`config.mk`:
```
export PLATFORM = sky130hd
export DESIGN_NAME = histogram_bank_controller
export DESIGN_NICKNAME = d
export VERILOG_FILES = /design/src/rtl/histogram_bank_controller_pkg.sv /design/src/rtl/histogram_bank_controller_run_coalescer.sv /design/src/rtl/histogram_bank_controller.sv
export SDC_FILE = /design/constraint.sdc
export NUM_CORES = 1
export LEC_CHECK = 0
export ABC_AREA = 0
export BUFFER_PORTS_ARGS = -buffer_cell sky130_fd_sc_hd__buf_2
export CAP_MARGIN = 20
export CORE_ASPECT_RATIO = 1.1
export CORE_UTILIZATION = 50
export CTS_CLUSTER_SIZE = 40
export DETAILED_ROUTE_END_ITERATION = 10
export PLACE_DENSITY_LB_ADDON = 0.25
export SLEW_MARGIN = 30
export SYNTH_ARGS = -nofsm -noshare
export SYNTH_HDL_FRONTEND = slang
export SYNTH_SLANG_ARGS = --single-unit
```
`constraint.sdc`:
```
create_clock -name iClk -period 4.6 [get_ports iClk]
set_input_delay 0.23 -clock iClk [delete_from_list [all_inputs] [get_ports iClk]]
set_output_delay 0.23 -clock iClk [all_outputs]
set_load 0.01 [all_outputs]
```
`src/rtl/histogram_bank_controller_pkg.sv`:
```
// histogram_bank_controller_pkg
// Purpose: shared definitions for the histogram bank controller and its run
//          coalescer. It holds the default widths, the top-level state
//          encoding and the commit-stage phase encoding.
// Build option: HIST_SATURATE_EN (used by the importing modules, not here).
package histogram_bank_controller_pkg;

  localparam int BIN_W_DEF = 8;                // pixel / bin index width
  localparam int CNT_W_DEF = 20;               // bin count width (RAM data width)
  localparam int NUM_BINS  = 1 << BIN_W_DEF;   // bins per bank

  typedef enum logic [2:0] {
    IDLE  = 3'd0,
    CLEAR = 3'd1,
    ACCUM = 3'd2,
    FLUSH = 3'd3,
    DONE  = 3'd4
  } state_t;

  typedef enum logic [1:0] {
    CM_IDLE = 2'd0,
    CM_RD   = 2'd1,
    CM_WR   = 2'd2
  } cm_phase_t;

endpackage

```
`src/rtl/histogram_bank_controller_run_coalescer.sv`:
```
// histogram_bank_controller_run_coalescer
// Purpose: collapses runs of identical accepted pixels into one (bin, count)
//          pair. The pending run is handed to the commit stage when a
//          different pixel arrives or when the controller asks for a flush.
// Ports:
//   i_clk, i_rst_n  clock / asynchronous active-low reset
//   i_clear         drop the run (frame abort / restart)
//   i_accept        a pixel is accepted this cycle
//   i_pixel         accepted pixel value (bin index)
//   i_flush         push out the pending run (only while nothing is accepted)
//   o_hand_valid    pending run is handed off this cycle
//   o_hand_bin/cnt  the run being handed off
//   o_run_valid     a run is pending
//   o_sat_hit       run counter clamped this cycle (HIST_SATURATE_EN only)
// Build option: HIST_SATURATE_EN makes the run counter clamp at all-ones.
module histogram_bank_controller_run_coalescer
  import histogram_bank_controller_pkg::*;
#(
  parameter int BIN_W = BIN_W_DEF,
  parameter int CNT_W = CNT_W_DEF
) (
  input  logic             i_clk,
  input  logic             i_rst_n,
  input  logic             i_clear,
  input  logic             i_accept,
  input  logic [BIN_W-1:0] i_pixel,
  input  logic             i_flush,
  output logic             o_hand_valid,
  output logic [BIN_W-1:0] o_hand_bin,
  output logic [CNT_W-1:0] o_hand_cnt,
  output logic             o_run_valid
`ifdef HIST_SATURATE_EN
  ,
  output logic             o_sat_hit
`endif
);

  logic [BIN_W-1:0] r_run_bin;
  logic [CNT_W-1:0] r_run_cnt;
  logic             r_run_valid;
  logic             w_same;
  logic [CNT_W-1:0] w_inc;

  assign w_same = r_run_valid && (i_pixel == r_run_bin);

`ifdef HIST_SATURATE_EN
  logic [CNT_W:0] w_inc_full;
  assign w_inc_full = {1'b0, r_run_cnt} + {{CNT_W{1'b0}}, 1'b1};
  assign w_inc      = w_inc_full[CNT_W] ? {CNT_W{1'b1}} : w_inc_full[CNT_W-1:0];
  assign o_sat_hit  = !i_clear && i_accept && w_same && w_inc_full[CNT_W];
`else
  assign w_inc = r_run_cnt + {{(CNT_W-1){1'b0}}, 1'b1};
`endif

  // The old run leaves on a differing pixel, or on a flush request.
  assign o_hand_valid = !i_clear && r_run_valid && ((i_accept && !w_same) || i_flush);
  assign o_hand_bin   = r_run_bin;
  assign o_hand_cnt   = r_run_cnt;
  assign o_run_valid  = r_run_valid;

  // Run register: extend, restart, flush or drop the current run.
  always_ff @(posedge i_clk or negedge i_rst_n) begin
    if (!i_rst_n) begin
      r_run_bin   <= {BIN_W{1'b0}};
      r_run_cnt   <= {CNT_W{1'b0}};
      r_run_valid <= 1'b0;
    end else if (i_clear) begin
      r_run_cnt   <= {CNT_W{1'b0}};
      r_run_valid <= 1'b0;
    end else if (i_accept) begin
      if (w_same) begin
        r_run_cnt <= w_inc;
      end else begin
        r_run_bin   <= i_pixel;
        r_run_cnt   <= {{(CNT_W-1){1'b0}}, 1'b1};
        r_run_valid <= 1'b1;
      end
    end else if (i_flush) begin
      r_run_valid <= 1'b0;
    end
  end

endmodule

```
`src/rtl/histogram_bank_controller.sv`:
```
// histogram_bank_controller
// Purpose: drives port B of the double-banked histogram RAM. It clears the
//          back bank, accumulates one frame of pixels into it (runs of equal
//          pixels are coalesced and committed by read-modify-write), tracks
//          the largest bin, then swaps banks and publishes the maximum.
// Ports:
//   iClk, iRST_N      clock / asynchronous active-low reset
//   iFrameStart       pulse: start (or restart) a histogram frame
//   iFrameEnd         pulse: last pixel of the frame has been offered
//   iPixValid/iPixel  pixel stream, accepted when iPixValid && oPixReady
//   oPixReady         pixel can be accepted
//   oRamAddr          port-B address {bank, bin}
//   oRamWData/oRamWe  port-B write data / enable
//   iRamRData         port-B read data, one cycle after the address
//   oDispBank         bank the displayer reads
//   oMaxValue         largest bin count of the published bank
//   oHistReady        pulse: new bank published (oDispBank/oMaxValue valid)
//   oBusy             high in CLEAR/ACCUM/FLUSH
//   oSatFlag          a count clamped this frame (HIST_SATURATE_EN only)
// Build option: HIST_SATURATE_EN selects clamping instead of wrapping counts.
module histogram_bank_controller
  import histogram_bank_controller_pkg::*;
#(
  parameter int BIN_W = BIN_W_DEF,
  parameter int CNT_W = CNT_W_DEF
) (
  input  logic             iClk,
  input  logic             iRST_N,
  input  logic             iFrameStart,
  input  logic             iFrameEnd,
  input  logic             iPixValid,
  input  logic [BIN_W-1:0] iPixel,
  output logic             oPixReady,
  output logic [BIN_W:0]   oRamAddr,
  output logic [CNT_W-1:0] oRamWData,
  output logic             oRamWe,
  input  logic [CNT_W-1:0] iRamRData,
  output logic             oDispBank,
  output logic [CNT_W-1:0] oMaxValue,
  output logic             oHistReady,
  output logic             oBusy
`ifdef HIST_SATURATE_EN
  ,
  output logic             oSatFlag
`endif
);

  state_t           r_state;
  state_t           w_state_nxt;
  cm_phase_t        r_cm_phase;
  logic [BIN_W-1:0] r_clr_cnt;
  logic [BIN_W-1:0] r_cm_bin;
  logic [CNT_W-1:0] r_cm_cnt;
  logic [CNT_W-1:0] r_max;
  logic [CNT_W-1:0] r_max_out;
  logic             r_disp_bank;
  logic             r_hist_ready;
  logic             w_enter_clear;
  logic             w_cm_idle;
  logic             w_accept;
  logic             w_flush;
  logic             w_hand_valid;
  logic [BIN_W-1:0] w_hand_bin;
  logic [CNT_W-1:0] w_hand_cnt;
  logic             w_run_valid;
  logic [CNT_W-1:0] w_sum;

`ifdef HIST_SATURATE_EN
  logic [CNT_W:0]   w_sum_full;
  logic             w_sum_sat;
  logic             w_run_sat;
  logic             r_sat_flag;

  assign w_sum_full = {1'b0, iRamRData} + {1'b0, r_cm_cnt};
  assign w_sum_sat  = w_sum_full[CNT_W];
  assign w_sum      = w_sum_sat ? {CNT_W{1'b1}} : w_sum_full[CNT_W-1:0];
  assign oSatFlag   = r_sat_flag;
`else
  assign w_sum = iRamRData + r_cm_cnt;
`endif

  assign w_cm_idle = (r_cm_phase == CM_IDLE);
  assign oPixReady = (r_state == ACCUM) && w_cm_idle;
  assign w_accept  = iPixValid && oPixReady;
  // The pending run is pushed out only once the commit stage has drained.
  assign w_flush   = (r_state == FLUSH) && w_cm_idle;

  histogram_bank_controller_run_coalescer #(
    .BIN_W (BIN_W),
    .CNT_W (CNT_W)
  ) u_coalescer (
    .i_clk        (iClk),
    .i_rst_n      (iRST_N),
    .i_clear      (w_enter_clear),
    .i_accept     (w_accept),
    .i_pixel      (iPixel),
    .i_flush      (w_flush),
    .o_hand_valid (w_hand_valid),
    .o_hand_bin   (w_hand_bin),
    .o_hand_cnt   (w_hand_cnt),
    .o_run_valid  (w_run_valid)
`ifdef HIST_SATURATE_EN
    ,
    .o_sat_hit    (w_run_sat)
`endif
  );

  // Next-state logic; any iFrameStart outside IDLE/DONE restarts CLEAR.
  always_comb begin
    w_state_nxt   = r_state;
    w_enter_clear = 1'b0;
    case (r_state)
      IDLE: begin
        if (iFrameStart) begin
          w_state_nxt   = CLEAR;
          w_enter_clear = 1'b1;
        end else begin
          w_state_nxt = IDLE;
        end
      end
      CLEAR: begin
        if (iFrameStart) begin
          w_state_nxt   = CLEAR;
          w_enter_clear = 1'b1;
        end else if (r_clr_cnt == {BIN_W{1'b1}}) begin
          w_state_nxt = ACCUM;
        end else begin
          w_state_nxt = CLEAR;
        end
      end
      ACCUM: begin
        if (iFrameStart) begin
          w_state_nxt   = CLEAR;
          w_enter_clear = 1'b1;
        end else if (iFrameEnd) begin
          w_state_nxt = FLUSH;
        end else begin
          w_state_nxt = ACCUM;
        end
      end
      FLUSH: begin
        if (iFrameStart) begin
          w_state_nxt   = CLEAR;
          w_enter_clear = 1'b1;
        end else if (w_cm_idle && !w_run_valid) begin
          w_state_nxt = DONE;
        end else begin
          w_state_nxt = FLUSH;
        end
      end
      DONE: begin
        // The swap below happens regardless; a start just chains into CLEAR.
        if (iFrameStart) begin
          w_state_nxt   = CLEAR;
          w_enter_clear = 1'b1;
        end else begin
          w_state_nxt = IDLE;
        end
      end
      default: begin
        w_state_nxt = IDLE;
      end
    endcase
  end

  // State register.
  always_ff @(posedge iClk or negedge iRST_N) begin
    if (!iRST_N) begin
      r_state <= IDLE;
    end else begin
      r_state <= w_state_nxt;
    end
  end

  // Clear address counter.
  always_ff @(posedge iClk or negedge iRST_N) begin
    if (!iRST_N) begin
      r_clr_cnt <= {BIN_W{1'b0}};
    end else if (w_enter_clear) begin
      r_clr_cnt <= {BIN_W{1'b0}};
    end else if (r_state == CLEAR) begin
      r_clr_cnt <= r_clr_cnt + {{(BIN_W-1){1'b0}}, 1'b1};
    end
  end

  // Commit stage: read the bin, then write back read data plus run count.
  always_ff @(posedge iClk or negedge iRST_N) begin
    if (!iRST_N) begin
      r_cm_phase <= CM_IDLE;
      r_cm_bin   <= {BIN_W{1'b0}};
      r_cm_cnt   <= {CNT_W{1'b0}};
    end else if (w_enter_clear) begin
      r_cm_phase <= CM_IDLE;
    end else begin
      case (r_cm_phase)
        CM_IDLE: begin
          if (w_hand_valid) begin
            r_cm_phase <= CM_RD;
            r_cm_bin   <= w_hand_bin;
            r_cm_cnt   <= w_hand_cnt;
          end
        end
        CM_RD:   r_cm_phase <= CM_WR;
        CM_WR:   r_cm_phase <= CM_IDLE;
        default: r_cm_phase <= CM_IDLE;
      endcase
    end
  end

  // Running maximum of every value written back this frame.
  always_ff @(posedge iClk or negedge iRST_N) begin
    if (!iRST_N) begin
      r_max <= {CNT_W{1'b0}};
    end else if (w_enter_clear) begin
      r_max <= {CNT_W{1'b0}};
    end else if ((r_cm_phase == CM_WR) && (w_sum > r_max)) begin
      r_max <= w_sum;
    end
  end

  // Publish: swap banks and expose the maximum together with the pulse.
  always_ff @(posedge iClk or negedge iRST_N) begin
    if (!iRST_N) begin
      r_disp_bank  <= 1'b0;
      r_max_out    <= {CNT_W{1'b0}};
      r_hist_ready <= 1'b0;
    end else begin
      r_hist_ready <= (r_state == DONE);
      if (r_state == DONE) begin
        r_disp_bank <= ~r_disp_bank;
        r_max_out   <= r_max;
      end
    end
  end

`ifdef HIST_SATURATE_EN
  // Sticky clamp indicator for the current frame.
  always_ff @(posedge iClk or negedge iRST_N) begin
    if (!iRST_N) begin
      r_sat_flag <= 1'b0;
    end else if (w_enter_clear) begin
      r_sat_flag <= 1'b0;
    end else if (w_run_sat || ((r_cm_phase == CM_WR) && w_sum_sat)) begin
      r_sat_flag <= 1'b1;
    end
  end
`endif

  // Port-B drive, decoded from registered state; quiet (all zero) when idle.
  always_comb begin
    oRamAddr  = {(BIN_W+1){1'b0}};
    oRamWData = {CNT_W{1'b0}};
    oRamWe    = 1'b0;
    if (r_state == CLEAR) begin
      oRamAddr = {~r_disp_bank, r_clr_cnt};
      oRamWe   = 1'b1;
    end else if (r_cm_phase == CM_RD) begin
      oRamAddr = {~r_disp_bank, r_cm_bin};
    end else if (r_cm_phase == CM_WR) begin
      oRamAddr  = {~r_disp_bank, r_cm_bin};
      oRamWData = w_sum;
      oRamWe    = 1'b1;
    end else begin
      oRamWe = 1'b0;
    end
  end

  assign oBusy      = (r_state == CLEAR) || (r_state == ACCUM) || (r_state == FLUSH);
  assign oDispBank  = r_disp_bank;
  assign oMaxValue  = r_max_out;
  assign oHistReady = r_hist_ready;

endmodule

```
==> results of run 1 <==
-- cell usage in the layout, fill, tap and decap left out, types with 3 or more instances in the layout --
| cell | instances |
|---|---|
| a211oi_1 | 7 |
| ha_1 | 41 |
| nor2b_1 | 10 |
| or4_1 | 3 |
| a31o_2 | 3 |
| and3_1 | 14 |
| a21oi_1 | 40 |
| nand3b_1 | 3 |
| inv_1 | 43 |
| and4_1 | 4 |
| nor4_1 | 3 |
| o31ai_1 | 16 |
| mux2_2 | 57 |
| inv_6 | 3 |
| buf_4 | 9 |
| nand3_1 | 21 |
| xnor2_1 | 17 |
| buf_2 | 85 |
| o211ai_1 | 8 |
| nand2_1 | 40 |
| nand4_1 | 24 |
| clkbuf_16 | 9 |
| a22o_1 | 9 |
| nor2_1 | 48 |
| xor2_1 | 10 |
| and2_1 | 12 |
| dfrtp_1 | 112 |
| o21a_1 | 6 |
| a31oi_1 | 7 |
| or3_1 | 6 |
| a21o_1 | 6 |
| mux2i_1 | 3 |
| o21ai_0 | 59 |
| nor3_1 | 14 |
-- logic make-up (layout without fill, tap and decap cells) --
kind of cell,count (synthesis),after routing
compound gates,178,178
xor+xnor,28,28
fa+ha+maj,42,42
buf+inv,71,155
flops,112,112
mux,60,60
simple gates,214,214
-- state kept, by name (all words and copies together), names as in the netlist, 3 cells and up --
register / count
oMaxValue: 20
r_state: 3
r_clr_cnt: 8
r_cm_bin: 8
u_coalescer.o_hand_cnt: 20
u_coalescer.o_hand_bin: 8
r_cm_cnt: 20
r_max: 20
-- power by group --
part	total, mW	leakage, nW	internal [mW]	switching, mW
clock	0.792	0.148	0.427	0.365
sequential	1.02	1.55	0.998	0.0175
combinational	0.227	2.07	0.0886	0.138
-- per-layer routing --
| layer | share of wire [%] | GRT usage [%] |
|---|---|---|
| met2 | 47 | 39.7 |
| met5 | 0 | 0 |
| met4 | 1.9 | 9.13 |
| met3 | 4.9 | 4.53 |
| met1 | 46 | 32.7 |
-- per-stage QoR --
stage                     area [µm²]  util, %  total power [mW]  hold slack [ns]
after floorplan                 6770        -              1.17          -0.0656
after global placement          7360     55.7              1.25            0.428
after detailed placement        7370     55.7              1.26            0.432
after CTS                       7660     58.0              2.05           0.0471
after global routing            7700     58.2              2.11            0.133
final                           7700     58.2              2.03            0.124
-- how the worst max path moves through the flow --
stage	endpoint	slack, ns	cells after the start
2_1_floorplan	r_max[13]$_DFFE_PN0P_	0.76	14
3_3_place_gp	r_max[10]$_DFFE_PN0P_	0.50	16
3_5_place_dp	r_max[10]$_DFFE_PN0P_	0.32	15
4_1_cts	r_max[10]$_DFFE_PN0P_	0.28	15
5_1_grt	r_max[10]$_DFFE_PN0P_	0.04	14
6_report	r_max[10]$_DFFE_PN0P_	0.28	14
-- layout make-up --
| type | instances | area, µm² |
|---|---|---|
| clock buffers | 10 | 229 |
| flip-flops and latches | 112 | 2800 |
| inverters | 43 | 161 |
| fillers | 1162 | 5520 |
| well taps | 161 | 201 |
| clock inverters | 6 | 66.3 |
| multi-input cells | 522 | 3720 |
| repair buffers | 96 | 514 |
-- repair_timing --
action,in CTS,in global routing
setup endpoints to repair,0,13
resized for setup,0,3
buffers inserted,0,0
hold buffers,0,1
hold endpoints to repair,0,74
-- worst reg2reg max path: cells and delay by family, from the launching register on --
family | cells | cell delay [ns]
AND/OR/NAND/NOR | 7 | 2.22
flip-flops | 1 | 0.39
adder cells (fa/ha/maj) | 3 | 0.91
AO/OA/AOI/OAI | 4 | 0.69
==> impl_metrics.tcl, run 1 <==
set metrics [dict create \
    dp_hpwl_mm 12.5 \
    critical_path_peak_fanout 12 \
    fmax_mhz 231 \
    whs_path_depth 2 \
    dp.cells 933 \
    async_reset_ff_share_pct 100 \
    synth_edf_count 0 \
    diodes 0 \
    yosys_most_used_dff "dfrtp_1" \
    path_cells "ha_1 > fa_1 > a211oi_1 > o21ai_1 > and3_1 > or3_1 > and2_1 > ha_1 > nand4_1 > nor4bb_2 > o21ai_0 > and4_1 > or4_1 > o31ai_1" \
    drive_above_1_share_pct 22.8 \
    ant_nets 0 \
    cts_buffers 9 \
    first_global_vias 5420 \
    final_nets 859 \
    synth_area_leaders "dfrtp_1 41%, mux2_2 9.5%, ha_1 7.6%" \
    netlist_area_um2 6770 \
    post-route-period-util_pct 94.0 \
    path_buf_inv 0 \
    critPathCaptureType "flip-flop" \
    gp_congestion 0.927 \
    slew_viol_final 0 \
    die_x_um 113 \
    netlist_top_cells_count "112 x dfrtp_1, 59 x o21ai_0, 57 x mux2_2" \
    cts_buffer_depth 2 \
    cts.sinks 112 \
    grt_first_pass_wirelength_mm 26.8 \
    hold-path-endpoint "u_coalescer.o_hand_bin[1]$_DFFE_PN0P_" \
    routed_wl_mm 16.2 \
    ctsHtreeMaxLevel 3 \
    crit_arrival_ns 4.58 \
    rsz0062_at_grt "no" \
    synth_area_leader_cell "dfrtp_1" \
    synth_compound_area_share_pct 16.8 \
    synthCells 705 \
    vdd_ir_drop_max_uv 153 \
    p_per_area_nw_per_um2 264 \
    floorplan.die.height_um 124 \
    synthSimpleGateAreaFrac_pct 16.4 \
    fin_ws_ns 0.276 \
    via_per_inst 5.98 \
    r2r_end "r_max[10]$_DFFE_PN0P_" \
    critPathLaunchType "flip-flop" \
    yosysMostFrequentCell "dfrtp_1" \
    tightest_slew_ns 0.868 \
    synth_cell_types 56 \
    synthAdderAreaFrac_pct 7.87 \
    port_buffers 86 \
    synth_xor_area_share_pct 3.62 \
    clk_latency_ns 0.36 \
    crit_family "simple AND/OR/NAND/NOR gates" \
    row_count 44 \
    synth_mux_area_share_pct 9.92 \
    fin_crit_ns 4.32 \
    slowest_delay_ns 0.50 \
    grt_max_degree 76 \
    dr.first_iter.drc_count 385 \
    overflow 0 \
    pre_cts_slack_ns 0.318 \
    dr.pass1.iters 5 \
    leakagePower_nw 3.76 \
    synth_top_area_share_pct 41.4 \
    dieArea_um2 14000 \
    ys_seq_area_share_pct 41.4 \
    start_util_pct 51.3 \
    instances_no_fill 950 \
    drv_cap 0 \
    slowest_stage "or4_1" \
    coreArea_um2 13200 \
    vias 5685 \
    slew_headroom_pct 42.0 \
    wl_per_cell_um 17.0 \
    synth_seq_cells 112 \
    synth_top_family_by_area "compound AO/OA/AOI/OAI gates" \
    setup_viol 0 \
    crit_top_cell "ha_1" \
    clock_skew_ns 0.0120 \
    syn-num-nets 780 \
    crit_start "r_cm_cnt[0]$_DFFE_PN0P_" \
    r2r_cells 14 \
    min_from "iPixel[1]" \
    area_growth_pct 13.6 \
    fin_tns_setup_ns 0 \
    cts_tree "done" \
    worst_ep_required_time_ns 4.86 \
    hold_viol 0 \
    antenna_found_initial 0 \
    grtUsageTotal_pct 24.4 \
    hold_class "input port to flip-flop" \
    worstSetupPathType "flip-flop to flip-flop" \
    r2r-start "r_cm_cnt[0]$_DFFE_PN0P_" \
    yosysWarnings 0 \
    drc_errors 0 \
    outcome "finished clean" \
    r2r_setup_slack_ns 0.28 \
    syn_area_per_cell_um2 9.61 \
    path_clk_slew_ns 0.08 \
    io_pins 87 \
    cts_root_buf "clkbuf_16" \
]
Power figures use the tool's default switching activity.
==> run 2, diff against run 1 <==
Settings changed: REMOVE_ABC_BUFFERS set to 1.
==> impl_metrics.tcl, run 2 (synthesis gave the netlist of run 1 again) <==
set metrics [dict create \
    slew_viol_final 0 \
    hold-path-endpoint "u_coalescer.o_hand_bin[5]$_DFFE_PN0P_" \
    p_per_area_nw_per_um2 268 \
    r2r_cells 14 \
    hold_viol 0 \
    drv_cap 0 \
    crit_arrival_ns 4.60 \
    fillCellCount 1180 \
    ant_nets 0 \
    vdd_ir_drop_max_uv 158 \
    instances_no_fill 950 \
    io_pins 87 \
    drc_errors 0 \
    min_from "iPixel[5]" \
    dieArea_um2 14000 \
    tightest_slew_ns 0.772 \
    cts.sinks 112 \
    wl_per_cell_um 16.7 \
    port_buffers 86 \
    grt_max_degree 75 \
    r2r_end "r_max[10]$_DFFE_PN0P_" \
    cts_setup_buffers 0 \
    worst_ep_required_time_ns 4.87 \
    die_x_um 113 \
    fin_crit_ns 4.34 \
    pre_cts_slack_ns 0.314 \
    grtUsageTotal_pct 23.6 \
    critPathCaptureType "flip-flop" \
    layout_common_cells "112 x dfrtp_1, 85 x buf_2, 59 x o21ai_0" \
    dr.first_iter.drc_count 359 \
    outcome "finished clean" \
    path_clk_slew_ns 0.08 \
    post-route-period-util_pct 94.3 \
    row_count 44 \
    overflow 0 \
    fmax_mhz 231 \
    start_util_pct 51.3 \
    routed_wl_mm 15.9 \
    cts_buffer_depth 2 \
    r2r_setup_slack_ns 0.26 \
    whs_path_depth 2 \
    cts_root_buf "clkbuf_16" \
    diodes 0 \
    gp_congestion 0.894 \
    hold_class "input port to flip-flop" \
    ctsHtreeMaxLevel 3 \
    dr.pass1.iters 5 \
    setup_viol 0 \
    vias 5653 \
    fin_tns_setup_ns 0 \
    grt_first_pass_wirelength_mm 25.9 \
    slew_headroom_pct 48.4 \
    floorplan.die.height_um 124 \
    worstSetupPathType "flip-flop to flip-flop" \
    seqCellArea_um2 2800 \
    multi_input_area_um2 3720 \
    cts_buffers 9 \
    leakagePower_nw 3.77 \
    clk_latency_ns 0.36 \
    first_global_vias 5314 \
    layout_commonest_cell "dfrtp_1" \
    critPathLaunchType "flip-flop" \
    final_nets 859 \
    r2r-start "r_cm_cnt[0]$_DFFE_PN0P_" \
    area_growth_pct 13.9 \
    drive_above_1_share_pct 22.9 \
    dp.cells 933 \
    antenna_found_initial 0 \
    critical_path_peak_fanout 12 \
    cts_tree "done" \
    power_mw 2.06 \
    final_util_pct 58.4 \
    coreArea_um2 13200 \
    dp_hpwl_mm 12.1 \
    clock_skew_ns 0.00915 \
    fin_ws_ns 0.262 \
    via_per_inst 5.95 \
]
[run 2: timing repair]
action | CTS | global route
endpoints found under the hold margin | 0 | 73
resized for setup | 0 | 3
hold buffers | 0 | 1
endpoints found under the setup margin | 0 | 11
[run 2: worst max-delay path by stage]
stage | startpoint | to | slack, ns | depth (start not counted)
floorplan | r_cm_cnt[0]$_DFFE_PN0P_ | r_max[11]$_DFFE_PN0P_ | 0.45 | 14
global placement | iRamRData[0] | r_max[10]$_DFFE_PN0P_ | 0.51 | 15
detailed placement | r_cm_cnt[0]$_DFFE_PN0P_ | r_max[10]$_DFFE_PN0P_ | 0.31 | 14
CTS | r_cm_cnt[0]$_DFFE_PN0P_ | r_max[10]$_DFFE_PN0P_ | 0.27 | 15
global route | r_cm_cnt[0]$_DFFE_PN0P_ | r_max[10]$_DFFE_PN0P_ | -0.02 | 14
finish | r_cm_cnt[0]$_DFFE_PN0P_ | r_max[10]$_DFFE_PN0P_ | 0.26 | 14
[run 2: final cells by class]
| cell class | instances | share of cell area [%] |
|---|---|---|
| timing repair buffer | 96 | 6.66 |
| inverter | 43 | 2.09 |
| multi-input combinational | 522 | 48.2 |
| clock inverter | 7 | 1.23 |
| clock buffer | 9 | 2.92 |
| tap | 161 | 2.61 |
| sequential | 112 | 36.3 |
[run 2: power by group]
group | switching, mW | internal (mW) | total, mW
registers | 0.0168 | 0.998 | 1.01
clock network | 0.386 | 0.440 | 0.826
logic | 0.135 | 0.0884 | 0.224
[run 2: layer usage]
metal	GRT usage, %	up-vias	part of all wire, %
met5	0	-	0
met1	30.5	2753	45
met4	9.79	0	2.9
met2	39.6	136	48
li1	-	2732	-
met3	4.18	32	3.4
[run 2: metrics by stage]
stage | cell area (µm²) | hold slack (ns)
after floorplan | 6660 | -0.0656
after global placement | 7360 | 0.426
after detailed placement | 7370 | 0.434
after CTS | 7690 | 0.0523
after global routing | 7720 | 0.125
final | 7720 | 0.126
[run 2: critical path: stages, from the launching register on]
cell and delay (ns):
dfrtp_1 0.39, ha_1 0.21, fa_1 0.44, a211oi_1 0.26, o21ai_1 0.21, and3_1 0.27, or3_1 0.38, and2_1 0.18
ha_1 0.29, nand4_1 0.14, nor4bb_2 0.36, o21ai_0 0.20, and4_2 0.37, or4_1 0.48, o31ai_1 0.07
==> run 3, diff against run 2 <==
Settings changed: CORE_UTILIZATION 50 to 40.
==> impl_metrics.tcl, run 3 (synthesis gave the netlist of run 1 again) <==
set metrics [dict create \
    tightest_slew_ns 0.833 \
    clock_skew_ns 0.0143 \
    layout_commonest_cell "dfrtp_1" \
    gp_congestion 0.933 \
    seqPwrFrac_pct 50.3 \
    first_global_vias 5557 \
    drv_cap 0 \
    fillCellCount 1583 \
    critPathLaunchType "flip-flop" \
    hold_class "input port to flip-flop" \
    hold_viol 0 \
    cts_root_buf "clkbuf_16" \
    p_sw_uw 551 \
    cts_buffers 9 \
    layout_common_cells "112 x dfrtp_1, 85 x buf_2, 59 x o21ai_0" \
    via_per_inst 5.69 \
    fin_crit_ns 4.26 \
    cts_tree "done" \
    vdd_ir_drop_max_uv 170 \
    grt_max_degree 60 \
    switching_share_pct 27.3 \
    worst_ep_required_time_ns 4.86 \
    cts_buffer_depth 2 \
    start_util_pct 41.2 \
    post-route-period-util_pct 92.7 \
    overflow 0 \
    grtUsageTotal_pct 20.4 \
    die_x_um 126 \
    antenna_found_initial 0 \
    path_clk_slew_ns 0.09 \
    comb_power_share_pct 11.2 \
    port_buffers 86 \
    ant_nets 0 \
    slew_headroom_pct 44.4 \
    outcome "finished clean" \
    crit_arrival_ns 4.53 \
    io_pins 87 \
    area_growth_pct 14.3 \
    p_int_mw 1.47 \
    diodes 0 \
    fin_tns_setup_ns 0 \
    dp_hpwl_mm 13.2 \
    cts_setup_buffers 0 \
    row_count 49 \
    ctsHtreeMaxLevel 3 \
    worstSetupPathType "flip-flop to flip-flop" \
    vias 5652 \
    rsz0062_at_grt "no" \
    critPathCaptureType "flip-flop" \
    dieArea_um2 17500 \
    routed_wl_mm 17.2 \
    cts.sinks 112 \
    setup_viol 0 \
    slew_viol_final 0 \
    dr.pass1.iters 5 \
    floorplan.die.height_um 138 \
    p_per_area_nw_per_um2 261 \
    leakagePower_nw 3.75 \
    wl_per_cell_um 17.3 \
    critical_path_peak_fanout 12 \
    fmax_mhz 235 \
    dr.first_iter.drc_count 512 \
    pwr-share-clk_pct 38.5 \
    grt_first_pass_wirelength_mm 28.4 \
    final_util_pct 47.1 \
    coreArea_um2 16400 \
    finalHoldWorstSlack_ns 0.118 \
    clk_latency_ns 0.36 \
    final_nets 859 \
    drc_errors 0 \
    power_mw 2.02 \
    drive_above_1_share_pct 23.1 \
]
-- run 3: final timing paths --
path	slack (ns)	end	cells after the start	startpoint
hold / removal	0.12	u_coalescer.o_hand_bin[0]$_DFFE_PN0P_	2	iPixel[0]
setup reg to reg	0.34	r_max[10]$_DFFE_PN0P_	14	r_cm_cnt[0]$_DFFE_PN0P_
hold reg to reg	0.50	oDispBank$_DFFE_PN0P_	1	oDispBank$_DFFE_PN0P_
min in group asynchronous	0.48	oMaxValue[18]$_DFFE_PN0P_	2	iRST_N
max in group asynchronous	2.93	r_clr_cnt[3]$_DFFE_PN0P_	3	iRST_N
setup / recovery	0.34	r_max[10]$_DFFE_PN0P_	14	r_cm_cnt[0]$_DFFE_PN0P_
-- run 3: routing by layer --
layer	global-route usage (%)	up-vias	share of wire, %
li1	-	2749	-
met1	26.4	2737	45
met2	34.4	142	49
met3	2.52	24	3.5
met4	8.69	0	2.3
met5	0	-	0
-- run 3: per-stage QoR --
stage	instance area, µm²	worst slack (ns)	std cells
3_3_place_gp	7420	0.379	976
3_5_place_dp	7420	0.274	976
5_1_grt	7740	0.0399	993
4_1_cts	7720	0.231	993
6_report	7740	0.338	993
2_1_floorplan	6660	0.449	677
-- run 3: cell type report --
cell class | instances | area, µm² | area share (%)
clock buffers | 9 | 225 | 2.91
inverters | 43 | 161 | 2.08
repair buffers | 96 | 510 | 6.59
clock inverters | 7 | 68.8 | 0.889
flip-flops and latches | 112 | 2800 | 36.2
multi-input cells | 522 | 3720 | 48.0
well taps | 204 | 255 | 3.30
-- run 3: critical path, cell delays in order (launching register included) --
cell and delay (ns):
dfrtp_1 0.38, ha_1 0.21, fa_1 0.42, a211oi_1 0.31
o21ai_2 0.17, and3_1 0.24, or3_1 0.38, and2_1 0.18
ha_1 0.29, nand4_1 0.13, nor4bb_2 0.35, o21ai_0 0.18
and4_2 0.36, or4_1 0.49, o31ai_1 0.07
-- run 3: timing repair --
item,CTS,global route
hold endpoints to repair,58,0
endpoints found under the setup margin,0,11
gates resized for setup,0,4
hold buffers,1,0
-- run 3: power groups by stage --
stage	logic, mW	registers, mW	clock network, mW
3_3_place_gp	0.220	1.03	0
4_1_cts	0.226	1.02	0.802
3_5_place_dp	0.225	1.04	0
2_1_floorplan	0.132	1.03	0
6_report	0.226	1.02	0.779
5_1_grt	0.252	1.02	0.838
